`src/rtl/pe_noc_pkg.sv`:
```
// Shared NoC definitions for the memory->PE packet path: field widths,
// node addresses, opcode and error-code encodings, packet and spike-entry layouts.
package pe_noc_pkg;

  localparam int ADDR_W = 4;
  localparam int OP_W   = 2;
  localparam int PKT_W  = 39;
  localparam int SPK_W  = 5;
  localparam int FILT_W = 24;
  localparam int BYTE_W = 8;
  localparam int PAY_W  = PKT_W - OP_W - 2 * ADDR_W;

  localparam logic [ADDR_W-1:0] ADDR_MEM = 4'd8;
  localparam logic [ADDR_W-1:0] ADDR_PE0 = 4'd4;
  localparam logic [ADDR_W-1:0] ADDR_PE1 = 4'd1;
  localparam logic [ADDR_W-1:0] ADDR_PE2 = 4'd0;

  typedef enum logic [OP_W-1:0] {
    OP_SPK_FILT = 2'd0,
    OP_SPK      = 2'd1
  } op_e;

  typedef enum logic [1:0] {
    ERR_ADDR    = 2'd0,
    ERR_OP      = 2'd1,
    ERR_NO_FILT = 2'd2
  } err_e;

  // First declared field lands in the MSBs, so payload occupies [38:10].
  typedef struct packed {
    logic [PAY_W-1:0]  payload;
    logic [OP_W-1:0]   op;
    logic [ADDR_W-1:0] src;
    logic [ADDR_W-1:0] dest;
  } noc_pkt_t;

  typedef struct packed {
    logic             first;
    logic [SPK_W-1:0] row;
  } spk_ent_t;

endpackage

```
`src/rtl/pe_spike_fifo.sv`:
```
// Show-ahead spike-row FIFO. Head entry is always visible on rdata;
// push is ignored when full and pop is ignored when empty.
module pe_spike_fifo #(
  parameter int DEPTH = 4,
  parameter int WIDTH = 6
) (
  input  logic             clk,
  input  logic             rst_n,
  input  logic             push,
  input  logic [WIDTH-1:0] wdata,
  input  logic             pop,
  output logic [WIDTH-1:0] rdata,
  output logic             full,
  output logic             empty
);

  localparam int AW = $clog2(DEPTH);
  localparam int CW = AW + 1;

  logic [WIDTH-1:0] r_mem [DEPTH];
  logic [AW-1:0]    r_wr_ptr;
  logic [AW-1:0]    r_rd_ptr;
  logic [CW-1:0]    r_count;
  logic             w_push;
  logic             w_pop;

  assign full   = (r_count == CW'(DEPTH));
  assign empty  = (r_count == '0);
  assign w_push = push && !full;
  assign w_pop  = pop && !empty;
  assign rdata  = r_mem[r_rd_ptr];

  // Storage write; DEPTH is a power of two so pointers wrap naturally.
  always_ff @(posedge clk or negedge rst_n) begin
    if (!rst_n) begin
      for (int i = 0; i < DEPTH; i++) r_mem[i] <= '0;
      r_wr_ptr <= '0;
    end else if (w_push) begin
      r_mem[r_wr_ptr] <= wdata;
      r_wr_ptr        <= r_wr_ptr + 1'b1;
    end
  end

  // Read pointer and occupancy; simultaneous push and pop leaves count unchanged.
  always_ff @(posedge clk or negedge rst_n) begin
    if (!rst_n) begin
      r_rd_ptr <= '0;
      r_count  <= '0;
    end else begin
      if (w_pop) r_rd_ptr <= r_rd_ptr + 1'b1;
      case ({w_push, w_pop})
        2'b10:   r_count <= r_count + 1'b1;
        2'b01:   r_count <= r_count - 1'b1;
        default: r_count <= r_count;
      endcase
    end
  end

endmodule

```
`src/rtl/pe_packet_decoder.sv`:
```
// PE-side receiver for memory->PE NoC packets. Filters on destination and
// source, decodes the opcode, latches the filter row and queues spike rows.
// Optional feature: define PE_PKT_STATS_EN to add pkt_cnt/drop_cnt counters.
//
// state   | meaning
// NO_FILT | no filter row loaded since reset; spike-only packets are errors
// ARMED   | filter row valid; spike-only packets are queued
module pe_packet_decoder
  import pe_noc_pkg::*;
#(
  parameter logic [ADDR_W-1:0] PE_ADDR   = 4'd4,
  parameter logic [ADDR_W-1:0] MEM_ADDR  = 4'd8,
  parameter int                SPK_DEPTH = 4
) (
  input  logic              clk,
  input  logic              rst_n,
  input  logic              in_valid,
  output logic              in_ready,
  input  logic [PKT_W-1:0]  in_packet,
  output logic [FILT_W-1:0] filt_row,
  output logic              filt_load,
  output logic              spk_valid,
  input  logic              spk_ready,
  output logic [SPK_W-1:0]  spk_row,
  output logic              spk_first,
  output logic              err_pulse,
  output logic [1:0]        err_code
`ifdef PE_PKT_STATS_EN
  ,
  output logic [15:0]       pkt_cnt,
  output logic [15:0]       drop_cnt
`endif
);

  localparam logic [0:0] NO_FILT = 1'b0;
  localparam logic [0:0] ARMED   = 1'b1;

  logic [0:0]        r_state;
  logic              r_rdy_en;
  logic [FILT_W-1:0] r_filt_row;
  logic              r_filt_load;
  logic              r_err_pulse;
  logic [1:0]        r_err_code;

  noc_pkt_t          w_pkt;
  spk_ent_t          w_push_ent;
  spk_ent_t          w_head;
  logic              w_full;
  logic              w_empty;
  logic              w_accept;
  logic              w_addr_bad;
  logic              w_op_bad;
  logic              w_no_filt;
  logic              w_drop;
  logic              w_push;
  logic              w_is_filt;

  assign w_pkt      = noc_pkt_t'(in_packet);
  assign in_ready   = r_rdy_en && !w_full;
  assign w_accept   = in_valid && in_ready;
  assign w_addr_bad = (w_pkt.dest != PE_ADDR) || (w_pkt.src != MEM_ADDR);
  assign w_op_bad   = w_pkt.op[1];
  assign w_is_filt  = (w_pkt.op == OP_SPK_FILT);
  assign w_no_filt  = (w_pkt.op == OP_SPK) && (r_state == NO_FILT);
  assign w_drop     = w_accept && (w_addr_bad || w_op_bad || w_no_filt);
  assign w_push     = w_accept && !w_drop;

  // op0 carries its spike row above the filter bytes; op1 carries it in the low bits.
  assign w_push_ent.first = w_is_filt;
  assign w_push_ent.row   = w_is_filt ? w_pkt.payload[FILT_W +: SPK_W]
                                      : w_pkt.payload[SPK_W-1:0];

  pe_spike_fifo #(
    .DEPTH (SPK_DEPTH),
    .WIDTH (SPK_W + 1)
  ) u_fifo (
    .clk   (clk),
    .rst_n (rst_n),
    .push  (w_push),
    .wdata (w_push_ent),
    .pop   (spk_ready),
    .rdata (w_head),
    .full  (w_full),
    .empty (w_empty)
  );

  // Mask the head so stale storage never shows while the queue is empty.
  assign spk_valid = !w_empty;
  assign spk_row   = w_empty ? '0 : w_head.row;
  assign spk_first = !w_empty && w_head.first;
  assign filt_row  = r_filt_row;
  assign filt_load = r_filt_load;
  assign err_pulse = r_err_pulse;
  assign err_code  = r_err_code;

  // Hold off acceptance until the first clock after reset release.
  always_ff @(posedge clk or negedge rst_n) begin
    if (!rst_n) r_rdy_en <= 1'b0;
    else        r_rdy_en <= 1'b1;
  end

  // Filter latch and window state; any valid op0 (re)arms.
  always_ff @(posedge clk or negedge rst_n) begin
    if (!rst_n) begin
      r_state     <= NO_FILT;
      r_filt_row  <= '0;
      r_filt_load <= 1'b0;
    end else begin
      r_filt_load <= 1'b0;
      if (w_push && w_is_filt) begin
        r_state     <= ARMED;
        r_filt_row  <= w_pkt.payload[FILT_W-1:0];
        r_filt_load <= 1'b1;
      end
    end
  end

  // Drop reporting; address faults take priority over opcode faults.
  always_ff @(posedge clk or negedge rst_n) begin
    if (!rst_n) begin
      r_err_pulse <= 1'b0;
      r_err_code  <= ERR_ADDR;
    end else begin
      r_err_pulse <= w_drop;
      if (w_drop) begin
        if (w_addr_bad)    r_err_code <= ERR_ADDR;
        else if (w_op_bad) r_err_code <= ERR_OP;
        else               r_err_code <= ERR_NO_FILT;
      end
    end
  end

`ifdef PE_PKT_STATS_EN
  logic [15:0] r_pkt_cnt;
  logic [15:0] r_drop_cnt;

  // Saturating traffic counters; dropped packets count as accepted too.
  always_ff @(posedge clk or negedge rst_n) begin
    if (!rst_n) begin
      r_pkt_cnt  <= '0;
      r_drop_cnt <= '0;
    end else begin
      if (w_accept && (r_pkt_cnt != 16'hFFFF))  r_pkt_cnt  <= r_pkt_cnt + 16'd1;
      if (w_drop && (r_drop_cnt != 16'hFFFF))   r_drop_cnt <= r_drop_cnt + 16'd1;
    end
  end

  assign pkt_cnt  = r_pkt_cnt;
  assign drop_cnt = r_drop_cnt;
`endif

endmodule
```
`config.mk`:
```
export PLATFORM = sky130hd
export DESIGN_NAME = pe_packet_decoder
export DESIGN_NICKNAME = d
export VERILOG_FILES = /design/src/rtl/pe_noc_pkg.sv /design/src/rtl/pe_spike_fifo.sv /design/src/rtl/pe_packet_decoder.sv
export SDC_FILE = /design/constraint.sdc
export NUM_CORES = 1
export LEC_CHECK = 0
export CORE_MARGIN = 2
export CORE_UTILIZATION = 48
export DETAILED_ROUTE_END_ITERATION = 10
export GPL_TIMING_DRIVEN = 0
export PLACE_DENSITY = 0.8
export SLEW_MARGIN = 30
export SYNTH_ARGS = -nofsm -noshare
export SYNTH_HDL_FRONTEND = slang
export SYNTH_SLANG_ARGS = --single-unit
```
`constraint.sdc`:
```
create_clock -name clk -period 2.3 [get_ports clk]
set_input_delay 0.46 -clock clk [delete_from_list [all_inputs] [get_ports clk]]
set_output_delay 0.46 -clock clk [all_outputs]
set_load 0.02 [all_outputs]
```
==> results.toml, run 1 <==
[place]
finalWeightedCongestion = 0.711
dpl_cell_area_um2 = 3700
portBuffers = 78
hpwl_mm = 3.94

[final_layout]
drive_above_1_share_pct = 30.0
layout_common_cells = "clkdlybuf4s50_1, dfrtp_1, mux2_2"
final_common_cell = "clkdlybuf4s50_1"
area_growth_pct = 40.2
diodes = 0
layout.nets = 327
fillers = 372
fin_util_pct = 70.5
fin_area_um2 = 3930

[synthesis]
synth_xor_area_share_pct = 1.88
synth_edf_count = 0
synth_top_area_cell = "dfrtp_1"
synthAdderAreaFrac_pct = 2.95
ys_warn_count = 0
synthesis.nets = 234
ys_ff_latch = 61
ys_types = 32
synth-simple-area-share_pct = 7.95
synth_mux_area_share_pct = 29.2
syn_avg_cell_area_um2 = 15.1
yosysSeqAreaShare_pct = 54.5
synth_top_area_share_pct = 54.5
synth_top_family_by_area = "multiplexers"
ys_top_cells_by_area = "dfrtp_1, mux2_2, mux2_4"
synth_flop_cell = "dfrtp_1"
syn_inst = 185
async_reset_ff_share_pct = 100
synth_area_um2 = 2800
synth_compound_area_share_pct = 1.25

[critical_path]
critical_path.slowest_cell = "mux4_2"
r2r_setup_slack_ns = 0.16
end_kind = "output pin"
startpoint_type = "flop"
cp_num_buf_inv = 2
cp.arrival_ns = 1.75
cp_slowest_stage_delay_ns = 0.49
crit_fanout = 8
required_ns = 1.84
crit_type = "reg -> out"
cp_top_family = "multiplexers"
worstPathCellList = "buf_6 -> mux4_2 -> and2_1 -> clkdlybuf4s15_1"

[floorplan]
die_width_um = 80.4
rows = 27
die_h_um = 80.4
dieArea_um2 = 6460
fp.coreArea_um2 = 5570
boundaryPins = 79
start_util_pct = 50.3

[sta]
drv_slew = 0
hold_violations = 0
clock.fmax_ghz = 0.452
rsz0062_at_grt = "no"
worstMarginPinSlew_ns = 0.627
fin_worst_skew_ns = 0.00893
setup_viol = 0
max-slew-margin-rel_pct = 58.2
period_minus_slack_ns = 2.21
finalCritPeriodShare_pct = 96.2

[drt]
postRouteAntennaNets = 0
drc = 0
vias = 1782
wire_per_inst_um = 15.8
drtIter0Drc = 90
vias_per_cell = 5.02
dr.pass1.iters = 4
wirelength_mm = 5.60

[power_and_ir_drop]
p_leak_nw = 1.91
cellPowerDensity_nw_per_um2 = 667
power.total_mw = 2.62
peakVddDrop_mv = 0.383

[global_route]
grt-ovfl-total = 0
grt_pass1_vias = 1982
track_usage_pct = 19.5
grt_start_max_net_pins = 48
grt_pass1_wl_mm = 9.38
antenna_found_initial = 0

[worst_hold_path]
min-delay-path-class = "reg -> reg"

[run_status]
status = "finished, final reports clean"

[clock_tree]
cts-root-buf = "clkbuf_8"
path_clk_slew_ns = 0.06
clk_path_buf_depth = 2
htree_levels = 3
cts_buffers = 9
insertion_delay_ns = 0.33
clock_sink_count = 61
tritoncts = "built"

[flow_run]
maxCapViolCount = 0
-- metrics by stage --
step | cells | setup slack, ns | setup TNS [ns] | hold WS [ns]
floorplan | 185 | 0.229 | 0 | 0.164
global placement | 335 | -1.21 | -75.72 | 0.438
detailed placement | 336 | -0.371 | -3.13 | 0.339
CTS | 353 | 0.0155 | 0 | 0.478
global route | 355 | 0.00613 | 0 | 0.510
finish | 355 | 0.0872 | 0 | 0.484
-- synth_stat cells, types with 2 or more instances --
| cell type | number |
|---|---|
| dfrtp_1 | 61 |
| mux2_2 | 23 |
| mux2_4 | 17 |
| mux2_1 | 14 |
| and2_1 | 8 |
| inv_1 | 7 |
| nand2_1 | 7 |
| mux4_2 | 6 |
| ha_1 | 5 |
| nand3_2 | 4 |
| nor2_1 | 3 |
| xnor2_1 | 3 |
| xor2_1 | 3 |
| a21oi_1 | 2 |
| buf_6 | 2 |
| clkbuf_1 | 2 |
| nor4b_2 | 2 |
| o21ai_0 | 2 |
-- tightest hold or removal path, delay by kind of cell, from the launching register on --
kind          cells  cell delay [ns]
buf+inv           1             0.06
simple gates      1             0.06
flops             1             0.32
-- report_power, final --
part,switching (mW),internal [mW]
logic,0.223,0.284
registers,0.0623,1.13
clock network,0.397,0.523
total,0.683,1.94
-- final timing paths --
path                               startpoint                 to  cells past startpoint
max                        u_fifo.r_rd_ptr[0]         spk_row[1]                      4
min                                   r_state            r_state                      2
max reg2reg                 u_fifo.r_count[0]  u_fifo.r_count[2]                      8
min reg2reg                           r_state            r_state                      2
max in group asynchronous               rst_n            r_state                      3
min in group asynchronous               rst_n       filt_row[12]                      2
-- flip-flops by register name (all words and copies together), names as in the netlist --
| signal | count |
|---|---|
| u_fifo.r_count | 3 |
| u_fifo.r_mem | 24 |
| err_pulse | 1 |
| filt_load | 1 |
| r_state | 1 |
| r_rdy_en | 1 |
| u_fifo.r_wr_ptr | 2 |
| u_fifo.r_rd_ptr | 2 |
| filt_row | 24 |
| err_code | 2 |
-- kinds of logic after synthesis --
group	count (synthesis)
flops	61
mux	61
buf+inv	12
simple gates	32
compound gates	6
fa+ha+maj	6
other cells	1
xor+xnor	6
-- repair_timing --
action,CTS,global route
hold buffers,1,0
endpoints found under the hold margin,14,0
gates resized for setup,11,10
pin swaps,1,0
endpoints found under the setup margin,8,8
setup buffers,1,3
-- final cells by class --
type	instances	area, um2	area share, %
Clock inverter	5	50.0	1.27
Tap cell	72	90.1	2.29
Inverter	7	26.3	0.669
Multi-Input combinational cell	112	1230	31.3
Timing Repair Buffer	84	830	21.1
Clock buffer	11	141	3.60
Sequential cell	61	1530	38.9
Buffer	3	33.8	0.860
-- routing by layer --
layer | global-route usage (%) | wire length [um]
met4 | 9.15 | 98
met3 | 5.62 | 339
met2 | 31.6 | 2740
met1 | 24.0 | 2420
met5 | 0 | 0
(Power assumes the default switching activity.)
==> inputs of run 2 (changes only) <==
Settings changed: CAP_MARGIN set to 10.
==> results of run 2 <==
No change in the layout: final DEF, timing and power equal those of run 1.
==> variant: new RTL, flow settings as in run 2 <==
Register the outputs `spk_valid` and `spk_row`, with the module's reset; this adds one clock of latency there. The other outputs are not delayed to match.
--- a/src/rtl/pe_packet_decoder.sv
+++ b/src/rtl/pe_packet_decoder.sv
@@ -85,8 +85,15 @@
   );
 
   // Mask the head so stale storage never shows while the queue is empty.
-  assign spk_valid = !w_empty;
-  assign spk_row   = w_empty ? '0 : w_head.row;
+  always_ff @(posedge clk or negedge rst_n) begin
+    if (!rst_n) begin
+      spk_valid <= '0;
+      spk_row   <= '0;
+    end else begin
+      spk_valid <= !w_empty;
+      spk_row   <= w_empty ? '0 : w_head.row;
+    end
+  end
   assign spk_first = !w_empty && w_head.first;
   assign filt_row  = r_filt_row;
   assign filt_load = r_filt_load;
Formal check against the unedited RTL: not equivalent (a bounded check fails within 4 cycles, from zero or initial values and one cycle with rst_n low).
==> variant against run 2 <==
- hold slack improved by 0.0035 ns
- sequential cell count rose by 6
- area after synthesis rose by 5.4%
- worst setup slack improved by 0.014 ns
- critical path type is now input port to register
- wire length rose by 6.3%
- power rose by 5.1%
- critical endpoint is now u_fifo.r_count[2]
- design area rose by 3.5%
- count of clock-buffer cells in the layout rose by 3
==> variant: results <==
set metrics [dict create \
    status "finished clean" \
    antenna_found_initial 0 \
    viasPerCell 5.02 \
    routabilityCongestion 0.734 \
    wl_met3_um 311 \
    worst-path-max-fanout 3 \
    dp.cells 345 \
    place_ws_ns -0.387 \
    cts_max_path_buffers 2 \
    clkSlewWorstSetupHoldPaths_ns 0.07 \
    ys_types 32 \
    worst_hold_path_type "register to register" \
    routed.top_layer "met4" \
    dpl.hpwl_um 4180 \
    drt-met1-wl_um 2450 \
    irDropWorstVdd_mv 0.418 \
    numCtsBuffers 9 \
    synth_cells 191 \
    grt_pass1_wl_um 9380 \
    yosys-top-cells-area "dfrtp_1, mux2_2, mux2_4" \
    relSlewSlack_pct 59.5 \
    insertion_delay_ns 0.34 \
    ys_async_sr_fraction_pct 100 \
    ys_seq_area_share_pct 56.8 \
    dr.pass1.iters 4 \
    via_count 1811 \
    drive_gt1_share_pct 26.9 \
    cts-root-buf "clkbuf_8" \
    nets 330 \
    arrival_ns 2.42 \
    ys_warn_count 0 \
    grt_usage_pct 19.2 \
    internal-power_mw 2.04 \
    synth_commonest_cells "dfrtp_1, mux2_2, mux2_4, mux2_1, and2_1" \
    detail_route.iter0.violations 49 \
    met2_length_um 3100 \
    h-tree-depth 3 \
    die_area_mm2 0.00679 \
    leakagePower_nw 1.96 \
    io_buffers 78 \
    grt_max_degree 47 \
    syn_nets 240 \
    grt_pass1_vias 1923 \
    fillCellCount 432 \
    diodes 0 \
    wire_per_inst_um 16.5 \
    skew_ns 0.00747 \
]
[variant: area by class of cell]
class | instances | share of cell area, %
Sequential cell | 67 | 41.2
Multi-Input combinational cell | 112 | 30.3
Timing Repair Buffer | 81 | 20.1
Clock buffer | 14 | 3.75
Tap cell | 75 | 2.31
Clock inverter | 2 | 0.861
Buffer | 3 | 0.831
Inverter | 7 | 0.646
[variant: final timing paths]
kind                                    from                end  slack [ns]  depth (start not counted)
setup reg to reg           u_fifo.r_count[0]  u_fifo.r_count[2]        0.12                          8
max in group asynchronous              rst_n          spk_valid        1.23                          3
hold / removal               u_fifo.r_mem[8]    u_fifo.r_mem[8]        0.49                          1
hold reg to reg              u_fifo.r_mem[8]    u_fifo.r_mem[8]        0.49                          1
setup / recovery                in_packet[1]  u_fifo.r_count[2]        0.10                         10
min in group asynchronous              rst_n        filt_row[2]        0.56                          2
[variant: power groups by stage]
stage | logic [mW] | clock network [mW] | registers (mW)
floorplan | 0.277 | 0 | 1.31
global placement | 0.479 | 0 | 1.30
detailed placement | 0.503 | 0 | 1.30
CTS | 0.496 | 0.970 | 1.31
global route | 0.533 | 1.02 | 1.32
finish | 0.492 | 0.950 | 1.31
[variant: logic make-up after synthesis]
| group | share of synthesized area [%] |
|---|---|
| multiplexers | 27.7 |
| AND/OR/NAND/NOR | 7.55 |
| other | 0.127 |
| AO/OA/AOI/OAI | 1.19 |
| flip-flops | 56.8 |
| buffers and inverters | 2.08 |
| XOR/XNOR | 1.78 |
| adder cells (fa/ha/maj) | 2.80 |
[variant: critical path, stage by stage]
cell	delay [ns]
clkdlybuf4s50_1	0.41
nor4b_2	0.36
and4bb_4	0.29
nand2_1	0.06
ha_1	0.22
inv_1	0.08
fa_1	0.19
xor2_1	0.15
nor2_1	0.07
xor2_1	0.14
[variant: timing repair]
action / 4_1_cts / 5_1_grt
cloned: 0 / 0
hold endpoints to repair: 11 / 0
gates resized for setup: 4 / 4
pin swaps: 1 / 0
hold buffers: 1 / 0
buffers inserted: 1 / 0
endpoints found under the setup margin: 3 / 4
[variant: metrics by stage]
| step | total power [mW] | util (%) | hold WS (ns) | instance area (um^2) |
|---|---|---|---|---|
| 4_1_cts | 2.77 | 68.6 | 0.476 | 4060 |
| 3_3_place_gp | 1.78 | 64.6 | 0.447 | 3830 |
| 5_1_grt | 2.88 | 68.7 | 0.511 | 4070 |
| 3_5_place_dp | 1.80 | 65.0 | 0.371 | 3850 |
| 6_report | 2.75 | 68.7 | 0.487 | 4070 |
| 2_1_floorplan | 1.59 | - | 0.164 | 2950 |
[variant: metal layers]
metal | GRT usage [%] | vias up
met5 | 0 | -
met4 | 6.50 | 0
met3 | 6.85 | 7
met2 | 33.6 | 42
met1 | 21.7 | 923
li1 | - | 839
